$ cat src/rtl/register_write_arbiter.sv
`default_nettype none
// ============================================================================
// Module      : register_write_arbiter
// Description : Round-robin write arbiter in front of one shared enabled
//               register, with an optional per-requester burst lock.
// Revision    : 1.0 - initial release
// ============================================================================
module register_write_arbiter #(
    parameter  int WIDTH    = 8,
    parameter  int NUM_REQ  = 4,
    localparam int ID_WIDTH = (NUM_REQ > 1) ? $clog2(NUM_REQ) : 1
) (
    input  logic                       clk,
    input  logic                       rst,
    input  logic [NUM_REQ-1:0]         req,
    input  logic [NUM_REQ-1:0]         lock,
    input  logic [NUM_REQ*WIDTH-1:0]   wr_data,
    output logic [NUM_REQ-1:0]         gnt,
    output logic [WIDTH-1:0]           out,
    output logic                       out_valid,
    output logic [ID_WIDTH-1:0]        last_id,
    output logic                       locked,
    output logic [ID_WIDTH-1:0]        owner_id
);

    localparam logic [0:0] S_IDLE   = 1'b0;
    localparam logic [0:0] S_LOCKED = 1'b1;

    logic [0:0]          state_q, state_d;
    logic [ID_WIDTH-1:0] ptr_q, ptr_d;
    logic [ID_WIDTH-1:0] owner_id_q, owner_id_d;
    logic [ID_WIDTH-1:0] last_id_q, last_id_d;
    logic [WIDTH-1:0]    out_q, out_d;
    logic                out_valid_q, out_valid_d;

    logic [WIDTH-1:0]    data_arr [NUM_REQ];
    logic                rr_hit;
    logic [ID_WIDTH-1:0] rr_id;
    logic                sel_valid;
    logic [ID_WIDTH-1:0] sel_id;

    for (genvar i = 0; i < NUM_REQ; i++) begin : g_unpack
        assign data_arr[i] = wr_data[i*WIDTH +: WIDTH];
    end

    // (base + offs) mod NUM_REQ, valid for base < NUM_REQ and offs < NUM_REQ
    function automatic logic [ID_WIDTH-1:0] wrap_add(input logic [ID_WIDTH-1:0] base,
                                                     input int offs);
        int s;
        s = int'(base) + offs;
        if (s >= NUM_REQ) begin
            s = s - NUM_REQ;
        end
        return ID_WIDTH'(s);
    endfunction

    // Scan from the farthest offset down so the nearest requester to ptr wins.
    always_comb begin
        rr_hit = 1'b0;
        rr_id  = '0;
        for (int k = NUM_REQ - 1; k >= 0; k--) begin
            if (req[wrap_add(ptr_q, k)]) begin
                rr_hit = 1'b1;
                rr_id  = wrap_add(ptr_q, k);
            end
        end
    end

    // A single selection feeds both gnt and the register write.
    always_comb begin
        sel_valid = 1'b0;
        sel_id    = '0;
        if (state_q == S_LOCKED) begin
            sel_valid = req[owner_id_q];
            sel_id    = owner_id_q;
        end else begin
            sel_valid = rr_hit;
            sel_id    = rr_id;
        end
    end

    always_ff @(posedge clk) begin
        if (rst) begin
            state_q     <= S_IDLE;
            ptr_q       <= '0;
            owner_id_q  <= '0;
            last_id_q   <= '0;
            out_q       <= '0;
            out_valid_q <= 1'b0;
        end else begin
            state_q     <= state_d;
            ptr_q       <= ptr_d;
            owner_id_q  <= owner_id_d;
            last_id_q   <= last_id_d;
            out_q       <= out_d;
            out_valid_q <= out_valid_d;
        end
    end

    always_comb begin
        state_d = state_q;
        case (state_q)
            S_IDLE: begin
                if (sel_valid && lock[sel_id]) begin
                    state_d = S_LOCKED;
                end
            end
            S_LOCKED: begin
                if (!lock[owner_id_q]) begin
                    state_d = S_IDLE;
                end
            end
            default: state_d = S_IDLE;
        endcase
    end

    // The pointer only advances on unlocked grants; bursts leave it untouched.
    always_comb begin
        ptr_d       = ptr_q;
        owner_id_d  = owner_id_q;
        last_id_d   = last_id_q;
        out_d       = out_q;
        out_valid_d = out_valid_q;
        if (sel_valid) begin
            out_d       = data_arr[sel_id];
            out_valid_d = 1'b1;
            last_id_d   = sel_id;
            if (state_q == S_IDLE) begin
                ptr_d = wrap_add(sel_id, 1);
                if (lock[sel_id]) begin
                    owner_id_d = sel_id;
                end
            end
        end
    end

    always_comb begin
        gnt    = '0;
        locked = (state_q == S_LOCKED);
        if (!rst && sel_valid) begin
            gnt[sel_id] = 1'b1;
        end
    end

    assign out       = out_q;
    assign out_valid = out_valid_q;
    assign last_id   = last_id_q;
    assign owner_id  = owner_id_q;

endmodule
`default_nettype wire
$ cat config.mk
export PLATFORM = sky130hd
export DESIGN_NAME = register_write_arbiter
export DESIGN_NICKNAME = d
export VERILOG_FILES = /design/src/rtl/register_write_arbiter.sv
export SDC_FILE = /design/constraint.sdc
export NUM_CORES = 1
export LEC_CHECK = 0
export ABC_AREA = 1
export ABC_CLOCK_PERIOD_IN_PS = 3650
export CAP_MARGIN = 5
export CORE_UTILIZATION = 46
export CTS_BUF_LIST = sky130_fd_sc_hd__clkbuf_8 sky130_fd_sc_hd__clkbuf_16
export DETAILED_ROUTE_END_ITERATION = 10
export PLACE_DENSITY = 0.85
export SETUP_SLACK_MARGIN = 0.2
export SKIP_CTS_REPAIR_TIMING = 1
export SLEW_MARGIN = 20
export SYNTH_ARGS = -nofsm -noshare
export SYNTH_HDL_FRONTEND = slang
export SYNTH_SLANG_ARGS = --single-unit
export TNS_END_PERCENT = 20
$ cat constraint.sdc
create_clock -name clk -period 3.65 [get_ports clk]
set_clock_uncertainty 0.05 [all_clocks]
set_input_delay 0.5475 -clock clk [delete_from_list [all_inputs] [get_ports clk]]
set_output_delay 0.5475 -clock clk [all_outputs]
set_load 0.01 [all_outputs]
==> key figures <==
Outcome
  – Outcome: complete, but fails checks
  – Failing checks: design-rule violations

Setup path
  – CP Max Fanout: 6
  – Reg-to-reg startpoint: ptr_q[0]
  – Stages on the worst setup path: 14
  – R2R setup slack: 1.21 ns
  – Top cell by count, worst path: nand2_2
  – Critical Path Source Type: input pin
  – CP Cell Sequence: clkdlybuf4s50_1 -> inv_1 -> nand2_2 -> and2_4 -> or2_4 -> nand2_2 -> nand2_2 -> nand3_4 -> nand2_8 -> inv_2 -> ha_1 -> inv_1 -> nor2_1 -> clkdlybuf4s50_1
  – RR Endpoint: out[3]
  – Critical path buffer and inverter count: 5
  – Crit path largest cell delay: 0.54 ns
  – Critical path type: in -> out
  – Worst EP required: 3.05 ns
  – FF-to-FF path depth: 12
  – Kind of cell adding the most delay to the critical path: buffers and inverters
  – CP max-delay cell: clkdlybuf4s50_1
  – Critical path capture point type: primary output
  – Data arrival, critical path: 2.78 ns

Global routing
  – Busiest grt layer: met2
  – First-pass GRT wire length: 5800 um
  – Met2 Resource Use GR: 40.6%
  – Met1 Use GR: 24.7%
  – Grt met3 use: 6.25%
  – GRT overflow: 0
  – Vias in the first global route: 1434
  – Initial antenna violation count: 0
  – All-Layer GR Usage: 22.3%
  – Largest net degree at the start of global routing: 33

Route
  – First drt pass iteration count: 7
  – Avg Vias per Cell: 5.00
  – Routed wire length: 3510 um
  – DRC: 4
  – 1st-iter DRT viols: 51
  – Antenna-violating nets left: 0
  – Via Count: 1581
  – Wire per inst: 11.1 um

Logic synthesis
  – Flops & latches, synth: 16
  – Post-Syn Area per Cell: 6.31 um2
  – Post-Syn Instances: 227
  – Post-Syn Area: 0.00143 mm2
  – Library cells used by synthesis: 27
  – Syn. warnings: 0
  – Syn_nets: 273
  – Register area share after synthesis: 22.4%

Timing
  – Highest clock rate: 0.296 GHz
  – Final period util: 92.6%
  – Setup_tns: 0 ns
  – Final setup viols: 0
  – Hold violation total from the final report: 0
  – RSZ-0062 raised after global routing: yes
  – Worst Max-Slew Pin Slew: 0.457 ns
  – Tmin final: 3.38 ns
  – Headroom to the max-slew limit: 69.5%
  – Final Max Slew Viols: 0

Power and ir drop
  – Sw Share: 49.4%
  – Max IR drop VDD: 0.000454 V
  – Leakage: 1.03 nW
  – Power, Total: 1.84 mW
  – Internal power: 932 uW
  – Sw power: 909 uW
  – Combinational Power Share: 74.2%
  – Flop pwr share: 17.0%
  – Pwr Density: 895 mW/mm2
  – Clk network pwr share: 8.8%

Die
  – Rows: 19
  – Core footprint: 0.00285 mm2
  – Starting Density: 50.2%
  – Io pins: 60
  – Die span in x: 57.8 um
  – Chip height: 57.8 um
  – Die area: 0.00334 mm2

Hold path
  – Hold path startpoint: last_id[1]
  – Worst Hold Endpoint: last_id[1]
  – Hold path depth: 2
  – Hold WC Path Type: reg -> reg

Place
  – Number of I/O port buffers: 59
  – GP Congestion: 0.874
  – Placed Instances: 312
  – Hpwl dp: 2780 um

Final layout
  – Most frequent cells in the layout: clkdlybuf4s50_1, nand2_1, inv_1
  – Layout Nets: 332
  – Antenna Cells: 0
  – Layout cell share with drive strength beyond 1: 12.6%
  – Commonest non-fill, non-tap cell in the layout: clkdlybuf4s50_1
  – Fin cells: 316
  – Area grow syn2layout: 43.6%

Clocking
  – Root buffer selected by CTS: clkbuf_8
  – CTS buffer count: 3
  – Clock sinks: 16
  – Reg clk slew, reported paths: 0.06 ns
  – CTS Buffer Depth: 2
  – CTS tree: built
  – Clk_lat worst skew: 0.26 ns
  – CTS HTree Levels: 1

Job
  – Number of max-cap violations: 0
-- registers in the layout, summed over array words and instances (netlist names) --
name	flops
locked	1
last_id	2
ptr_q	2
out	8
out_valid	1
owner_id	2
-- cells by family (layout without fill, tap and decap cells) --
| family | after synthesis | in the layout | synth area share [%] |
|---|---|---|---|
| AOI/OAI and AO/OA | 52 | 52 | 22.0 |
| adders and majority gates | 4 | 4 | 3.49 |
| buffers and inverters | 53 | 111 | 19.0 |
| DFF | 16 | 16 | 22.4 |
| and+or+nand+nor | 102 | 102 | 33.1 |
-- worst reg2reg max path: stages, from the launching register on --
cell and delay [ns]:
dfxtp_1 0.60, nand2_1 0.13, and2_4 0.18, or2_4 0.25, nand3_1 0.13, nand3_4 0.13, nand2_8 0.11, buf_4 0.34
a21oi_1 0.14, o21ai_1 0.09, nand3_1 0.08, nand2_1 0.06, inv_1 0.03
-- per-stage QoR --
stage / cell area [um2] / util (%) / setup slack [ns] / hold slack [ns]
2_1_floorplan: 1430 / - / 1.18 / 0.455
3_3_place_gp: 2000 / 70.1 / 0.289 / 0.415
3_5_place_dp: 2000 / 70.1 / 0.200 / 0.428
4_1_cts: 2050 / 72.0 / 0.195 / 0.448
5_1_grt: 2060 / 72.1 / 0.0996 / 0.491
6_report: 2060 / 72.1 / 0.270 / 0.446
-- power by group through the flow --
| stage | clock [mW] | sequential (mW) | combinational [mW] |
|---|---|---|---|
| finish | 0.162 | 0.313 | 1.37 |
| global route | 0.175 | 0.323 | 1.54 |
| CTS | 0.165 | 0.312 | 1.39 |
| detailed placement | 0 | 0.315 | 1.38 |
| global placement | 0 | 0.317 | 1.35 |
| floorplan | 0 | 0.321 | 1.09 |
-- synthesized netlist by cell type --
cell,n,area share (%)
a21oi_1,14,4.9
a21oi_2,11,6.7
and2_4,2,1.2
buf_12,1,1.4
buf_2,1,0.35
buf_4,2,1.0
buf_6,4,3.1
bufinv_8,1,1.2
dfxtp_1,16,22
ha_1,4,3.5
inv_1,41,11
inv_2,2,0.52
inv_6,1,0.61
nand2_1,44,12
nand2_2,5,2.2
nand2_8,1,1.4
nand3_1,15,5.2
nand3_2,2,1.4
nand3_4,1,1.2
nor2_1,30,7.9
o2111ai_1,1,0.61
o21ai_0,7,2.4
o21ai_1,16,5.6
o21ai_2,2,1.2
o21bai_1,1,0.52
or2_0,1,0.44
or2_4,1,0.61
-- worst max path at each step --
| stage | startpoint | to |
|---|---|---|
| after CTS | req[1] | gnt[2] |
| after floorplan | req[1] | gnt[0] |
| after global placement | req[1] | gnt[1] |
| after detailed placement | req[1] | gnt[2] |
| final | req[1] | gnt[1] |
| after global routing | req[3] | gnt[3] |
-- metal layers --
layer	up-vias	share of wire, %
met3	7	7.6
met1	691	42
met4	0	1.9
met5	-	0
met2	59	48
li1	824	-
-- layout make-up --
cell class              instances  area, um2
clock buffers                   4       55.1
well taps                      31       38.8
flip-flops and latches         16        320
multi-input cells             158        840
inverters                      45        188
repair buffers                 62        616
fillers                       246        796
Power figures use the tool's default switching activity.
